## config.mk

```make
export PLATFORM = sky130hd
export DESIGN_NAME = serial_subtractor
export DESIGN_NICKNAME = d
export VERILOG_FILES = /design/src/rtl/serial_subtractor.sv
export SDC_FILE = /design/constraint.sdc
export NUM_CORES = 1
export LEC_CHECK = 0
export CAP_MARGIN = 40
export CORE_ASPECT_RATIO = 2
export CORE_MARGIN = 2
export CORE_UTILIZATION = 55
export CTS_CLUSTER_DIAMETER = 120
export CTS_CLUSTER_SIZE = 30
export DETAILED_ROUTE_END_ITERATION = 8
export PLACE_DENSITY_LB_ADDON = 0.25
export SLEW_MARGIN = 20
export SYNTH_ARGS = -nofsm -noshare
export SYNTH_HDL_FRONTEND = slang
export SYNTH_SLANG_ARGS = --single-unit
```

## constraint.sdc

```tcl
create_clock -name clk -period 3.9 [get_ports clk]
set_clock_uncertainty 0.15 [all_clocks]
set_input_delay 0.39 -clock clk [delete_from_list [all_inputs] [get_ports clk]]
set_output_delay 0.39 -clock clk [all_outputs]
set_load 0.02 [all_outputs]
```

## src/rtl/serial_subtractor.sv

```systemverilog
// rtl/serial_subtractor.sv - bit-serial unsigned subtractor, LSB first, one bit per clock
module serial_subtractor #(
    parameter int WIDTH = 8
) (
    input  logic             clk,
    input  logic             rst,
    input  logic             start,
    input  logic [WIDTH-1:0] a,
    input  logic [WIDTH-1:0] b,
    output logic [WIDTH-1:0] diff,
    output logic             borrow,
    output logic             busy,
    output logic             done
);

    localparam int CW = (WIDTH > 1) ? $clog2(WIDTH) : 1;
    localparam logic [CW-1:0] LAST_BIT = CW'(WIDTH - 1);

    typedef enum logic [1:0] {
        IDLE,
        RUN,
        DONE
    } state_t;

    state_t           state;
    logic [WIDTH-1:0] a_sh;
    logic [WIDTH-1:0] b_sh;
    logic [WIDTH-1:0] r_sh;
    logic             br;
    logic [CW-1:0]    cnt;

    logic ai;
    logic bi;
    logic d;
    logic br_next;

    // Full-subtractor cell applied to the current operand LSBs and the carried borrow
    always_comb begin
        ai      = a_sh[0];
        bi      = b_sh[0];
        d       = ai ^ bi ^ br;
        br_next = (~ai & bi) | (~ai & br) | (bi & br);
    end

    // Control FSM and datapath; outputs are registered and only diff/borrow survive an operation
    always_ff @(posedge clk) begin
        if (rst) begin
            state  <= IDLE;
            a_sh   <= '0;
            b_sh   <= '0;
            r_sh   <= '0;
            br     <= 1'b0;
            cnt    <= '0;
            diff   <= '0;
            borrow <= 1'b0;
            busy   <= 1'b0;
            done   <= 1'b0;
        end else begin
            case (state)
                IDLE: begin
                    done <= 1'b0;
                    if (start) begin
                        a_sh  <= a;
                        b_sh  <= b;
                        br    <= 1'b0;
                        cnt   <= '0;
                        busy  <= 1'b1;
                        state <= RUN;
                    end
                end
                RUN: begin
                    a_sh <= a_sh >> 1;
                    b_sh <= b_sh >> 1;
                    r_sh <= {d, r_sh[WIDTH-1:1]};
                    br   <= br_next;
                    cnt  <= cnt + CW'(1);
                    if (cnt == LAST_BIT) begin
                        // the last difference bit lands in the MSB of the published result
                        diff   <= {d, r_sh[WIDTH-1:1]};
                        borrow <= br_next;
                        busy   <= 1'b0;
                        state  <= DONE;
                    end
                end
                DONE: begin
                    done  <= 1'b1;
                    state <= IDLE;
                end
                default: begin
                    state <= IDLE;
                end
            endcase
        end
    end

endmodule

```

Word level (Yosys, flattened, before mapping)
Index checks and enable logic that the tools add are counted.
{ "word_totals": {"reg_bits": 41, "in_bits": 19, "out_inout_bits": 11, "word_cells": 46} }
{ "classes": {"n_addsub": 1, "n_eq_ne": 5, "muxes": 15, "n_bitwise": 8, "n_reduce_logical": 7} }
{ "op_table": {"columns": ["op", "count"], "rows": [
  ["one-hot mux 8 bit (2 select lines)", 2],
  ["two-way mux 8 bit", 2],
  ["one-hot mux 1 bit (2 select lines)", 3],
  ["one-hot mux 3 bit (2 select lines)", 1],
  ["AND reduction 2 bit", 3],
  ["two-way mux 2 bit", 2],
  ["inequality test 2 bit (second input constant)", 2],
  ["one-hot mux 2 bit (2 select lines)", 1],
  ["nonzero test 2 bit", 2],
  ["adder 3 x 1 -> 3 bit (second input constant)", 1],
  ["bitwise AND 1 bit", 3],
  ["equality test 3 bit (second input constant)", 1],
  ["two-way mux 1 bit", 3],
  ["two-way mux 3 bit", 1],
  ["AND reduction 3 bit", 1],
  ["equality test 2 x 1 -> 1 bit (second input constant)", 1],
  ["equality test 2 bit (second input constant)", 1],
  ["logical NOT 2 bit", 1],
  ["OR 1 bit", 2],
  ["XOR 1 bit", 2],
  ["inverter 1 bit", 1]
]} }

Logic depth before layout (Yosys ltp)
{ "depth": {"ltp_word": 5, "depth_mapped": 6} }

Worst setup path before layout
No wires, ideal clock.
{ "synth_timing": {"kind": "register -> register", "startpoint": "register cnt[0]", "endpoint": "register diff[7]", "arrival_time_ps": 1227, "required_time_ps": 3664, "setup_slack_ps": 2436, "path_stages_with_launch": 6, "period_less_slack_ps": 1464, "cell_sequence": "dfxtp_1 ha_1 ha_1 and3b_1 buf_4 a211oi_1"} }
{ "synth_via": {"elab_chain_len": 2} }
{ "synth_rtl": {"columns": ["item", "line", "rtl"], "rows": [
  ["start, declared", "30", "logic [CW-1:0] cnt;"],
  ["start signal, assigned", "76", "cnt <= cnt + CW'(1);"],
  ["equality test 3 bit", "77", "if (cnt == LAST_BIT) begin"],
  ["AND reduction 2 bit (no source line)", null, null],
  ["end signal, assigned", "79", "diff <= {d, r_sh[WIDTH-1:1]};"],
  ["end, declared", "10", "output logic [WIDTH-1:0] diff,"]
]} }
No other way between the ends.
A chain may end at the register's enable or synchronous reset.

Final worst setup path
{ "layout_timing": {"startpoint": "register state[0]", "endpoint": "register cnt[0]"} }
{ "layout_via": {"elab_chain_len": 3, "word_cells_on_any_way": 6, "classes_between": "eq/ne (2); mux (1); reduce/logical (3)"} }
{ "layout_rtl": {"columns": ["item", "line", "rtl"], "rows": [
  ["start, declared", "25", "state_t state;"],
  ["start signal, assigned", "48", "state <= IDLE;"],
  ["start signal, assigned", "68", "state <= RUN;"],
  ["start signal, assigned", "82", "state <= DONE;"],
  ["equality test 2 x 1 -> 1 bit / logical NOT 2 bit (equally long branches)", "59", "case (state)"],
  ["nonzero test 2 bit (no source line) / inequality test 2 bit (equally long branches)", null, null],
  ["AND reduction 2 bit (no source line)", null, null]
]} }
Parallel ways exist; a longest one is shown, timed or not.

==> impl_metrics.yaml <==
critical_path:
  endpoint_kind: "register"
  worstPathArrival_ns: 1.94
  worstReg2RegStart: "state[0]"
  worstReg2RegEnd: "cnt[0]"
  crit_type: "register to register"
  r2r_setup_slack_ns: 2.03
  crit_fanout: 14
  cp-start-kind: "register"
  r2r_cells: 3
  required_ns: 3.97
clock_tree:
  ctsResizeCount: 0
  clk_latency_ns: 0.30
  cts-root-buf: "clkbuf_8"
  clock-sinks: 40
  cts_buffers: 5
  clkTransAtPathRegs_ns: 0.08
  cts_max_level: 2
  hold_buffers: 0
  cts_buffer_depth: 2
  cts_setup_buffers: 0
  cts_tree: "yes"
route:
  wl_um: 2970
  wl_per_cell_um: 12.9
  dr_total_vias: 1269
  ant_nets: 0
  vias_per_cell: 5.52
  drt_iter0_markers: 15
  detail_route.first_pass.iterations: 4
  remaining_drc_errors: 0
yosys:
  ys_seq_elements: 40
  synth_nets: 196
  yosys.area.top_type_share_pct: 47.6
  synth_top_cell_by_area: "dfxtp_1"
  netlist_top_cells_area: "dfxtp_1 48%, mux2i_1 9.5%, a211oi_2 7.4%"
  synth_edf_count: 0
  syn_area_um2: 1680
  synth-main-ff-cell: "dfxtp_1"
  postSynthAreaPerCell_um2: 9.66
  yosys_warnings: 0
  ys_seq_area_share_pct: 47.6
  synthArstFlopShare_pct: 0
  synth_cell_types: 25
  syn_inst: 174
timing:
  slew_violations: 0
  tightest_slew_ns: 0.731
  setup_violations: 0
  timing.slew.headroom_pct: 51.1
  hold_viol_final: 0
  rsz0062_at_grt: "false"
  fin_setup_tns_ns: 0
  fin_crit_ns: 1.87
  fin_hold_ws_ns: 0.305
  fin_crit_sh_pct: 48.0
  fmax_mhz: 534
pwr:
  peakVddDrop_v: 0.000510
  p_seq_share_pct: 50.8
  sw_frac_of_total_pct: 23.5
  p_comb_share_pct: 10.6
  power_density_nw_per_um2: 426
  p_clk_share_pct: 38.6
  p_sw_uw: 204
  p_leak_uw: 0.000748
  power.internal_uw: 664
global_routing:
  grt_first_pass_wirelength_um: 5030
  overflow: 0
  grt_pass1_vias: 1247
  antenna_found_initial: 0
  track_usage_pct: 19.1
  grt_max_degree: 30
cells_and_area:
  fin_nets: 221
  nFillCells: 237
  layout_common_cells: "40 x dfxtp_1, 29 x clkdlybuf4s50_1, 28 x nand2_1"
  regArea_um2: 801
  antennaDiodeCount: 0
  final_layout_size_suffix_gt1_share_pct: 11.0
  syn2layout_area_growth_pct: 21.2
  multi_input_area_um2: 768
  layout_commonest_cell: "dfxtp_1"
die:
  io_pins: 30
  start_util_pct: 57.1
  rows: 28
  die_height_um: 82.2
  die_w_um: 43.1
  dieArea_um2: 3540
  core-area_um2: 2940
placed_design:
  place_congestion: 0.799
  dp_hpwl_um: 2190
  portBuffers: 29
hold_path:
  min_to: "diff[1]"
  holdCritPathClass: "register to register"
  holdPathStages: 2
  worstHoldStart: "diff[1]"
outcome:
  status: "completed"
flow_run:
  drv_cap: 0
-- how the worst max path moves through the flow --
stage | startpoint | endpoint | depth (start not counted)
after floorplan | cnt[0] | diff[7] | 5
after global placement | rst | r_sh[7] | 3
after detailed placement | rst | r_sh[7] | 3
after CTS | state[0] | cnt[0] | 3
after global routing | state[0] | cnt[0] | 3
final | state[0] | cnt[0] | 3
-- stage by stage --
step | setup slack (ns) | util (%) | total power, uW | instance area (um^2) | instances
detailed placement | 1.78 | 65.5 | 544 | 1930 | 222
global placement | 1.82 | 65.5 | 538 | 1930 | 222
global route | 1.79 | 69.3 | 901 | 2040 | 230
finish | 2.03 | 69.3 | 868 | 2040 | 230
CTS | 1.98 | 69.3 | 877 | 2040 | 230
floorplan | 2.44 | - | 516 | 1680 | 174
-- cells in the mapped netlist (all sizes together), types with 2 or more instances --
library cell  count
a22oi             5
nand2            28
a211oi           17
a21oi            15
nor2             24
buf              11
clkbuf            2
ha                2
inv               4
mux2i            16
dfxtp            40
-- critical path, cell delays in order (launching register included) --
cell and delay, ns:
dfxtp_1 0.67, nor2b_1 0.67, nor2_1 0.08, a211oi_1 0.23
-- flip-flops by register name, summed over array words and instances (netlist names) --
| signal | flops |
|---|---|
| borrow | 1 |
| br | 1 |
| b_sh | 8 |
| state | 2 |
| done | 1 |
| diff | 8 |
| busy | 1 |
| a_sh | 8 |
| cnt | 3 |
| r_sh | 7 |
-- area by class of cell --
cell class / count / area share, %
Clock buffer: 5 / 3.38
Clock inverter: 3 / 2.09
Inverter: 4 / 0.737
Multi-Input combinational cell: 117 / 37.7
Sequential cell: 40 / 39.3
Tap cell: 30 / 1.84
Timing Repair Buffer: 31 / 15.0
-- kinds of logic (layout without fill, tap and decap cells) --
group,count (synthesis),in the layout,synth area share [%]
adders and majority gates,3,3,2.68
muxes,16,16,9.52
buffers and inverters,17,43,6.70
and+or+nand+nor,58,58,14.3
AOI/OAI and AO/OA,40,40,19.2
DFF,40,40,47.6
-- routing by layer --
layer  vias to the layer above  global-route usage [%]  wire (um)
met2                        23                    36.1       1680
met1                       597                    17.2       1080
li1                        644                       -          -
met3                         5                    6.96        136
met5                         -                       0          0
met4                         0                    9.09         63
-- power groups by stage --
stage	Clock (uW)	Sequential, uW	Combinational, uW
after detailed placement	0	450	93.5
final	335	441	92.2
after global placement	0	449	89.1
after CTS	342	441	93.8
after global routing	355	443	102
after floorplan	0	445	70.8
No activity file was read; power rests on OpenSTA's default activity.
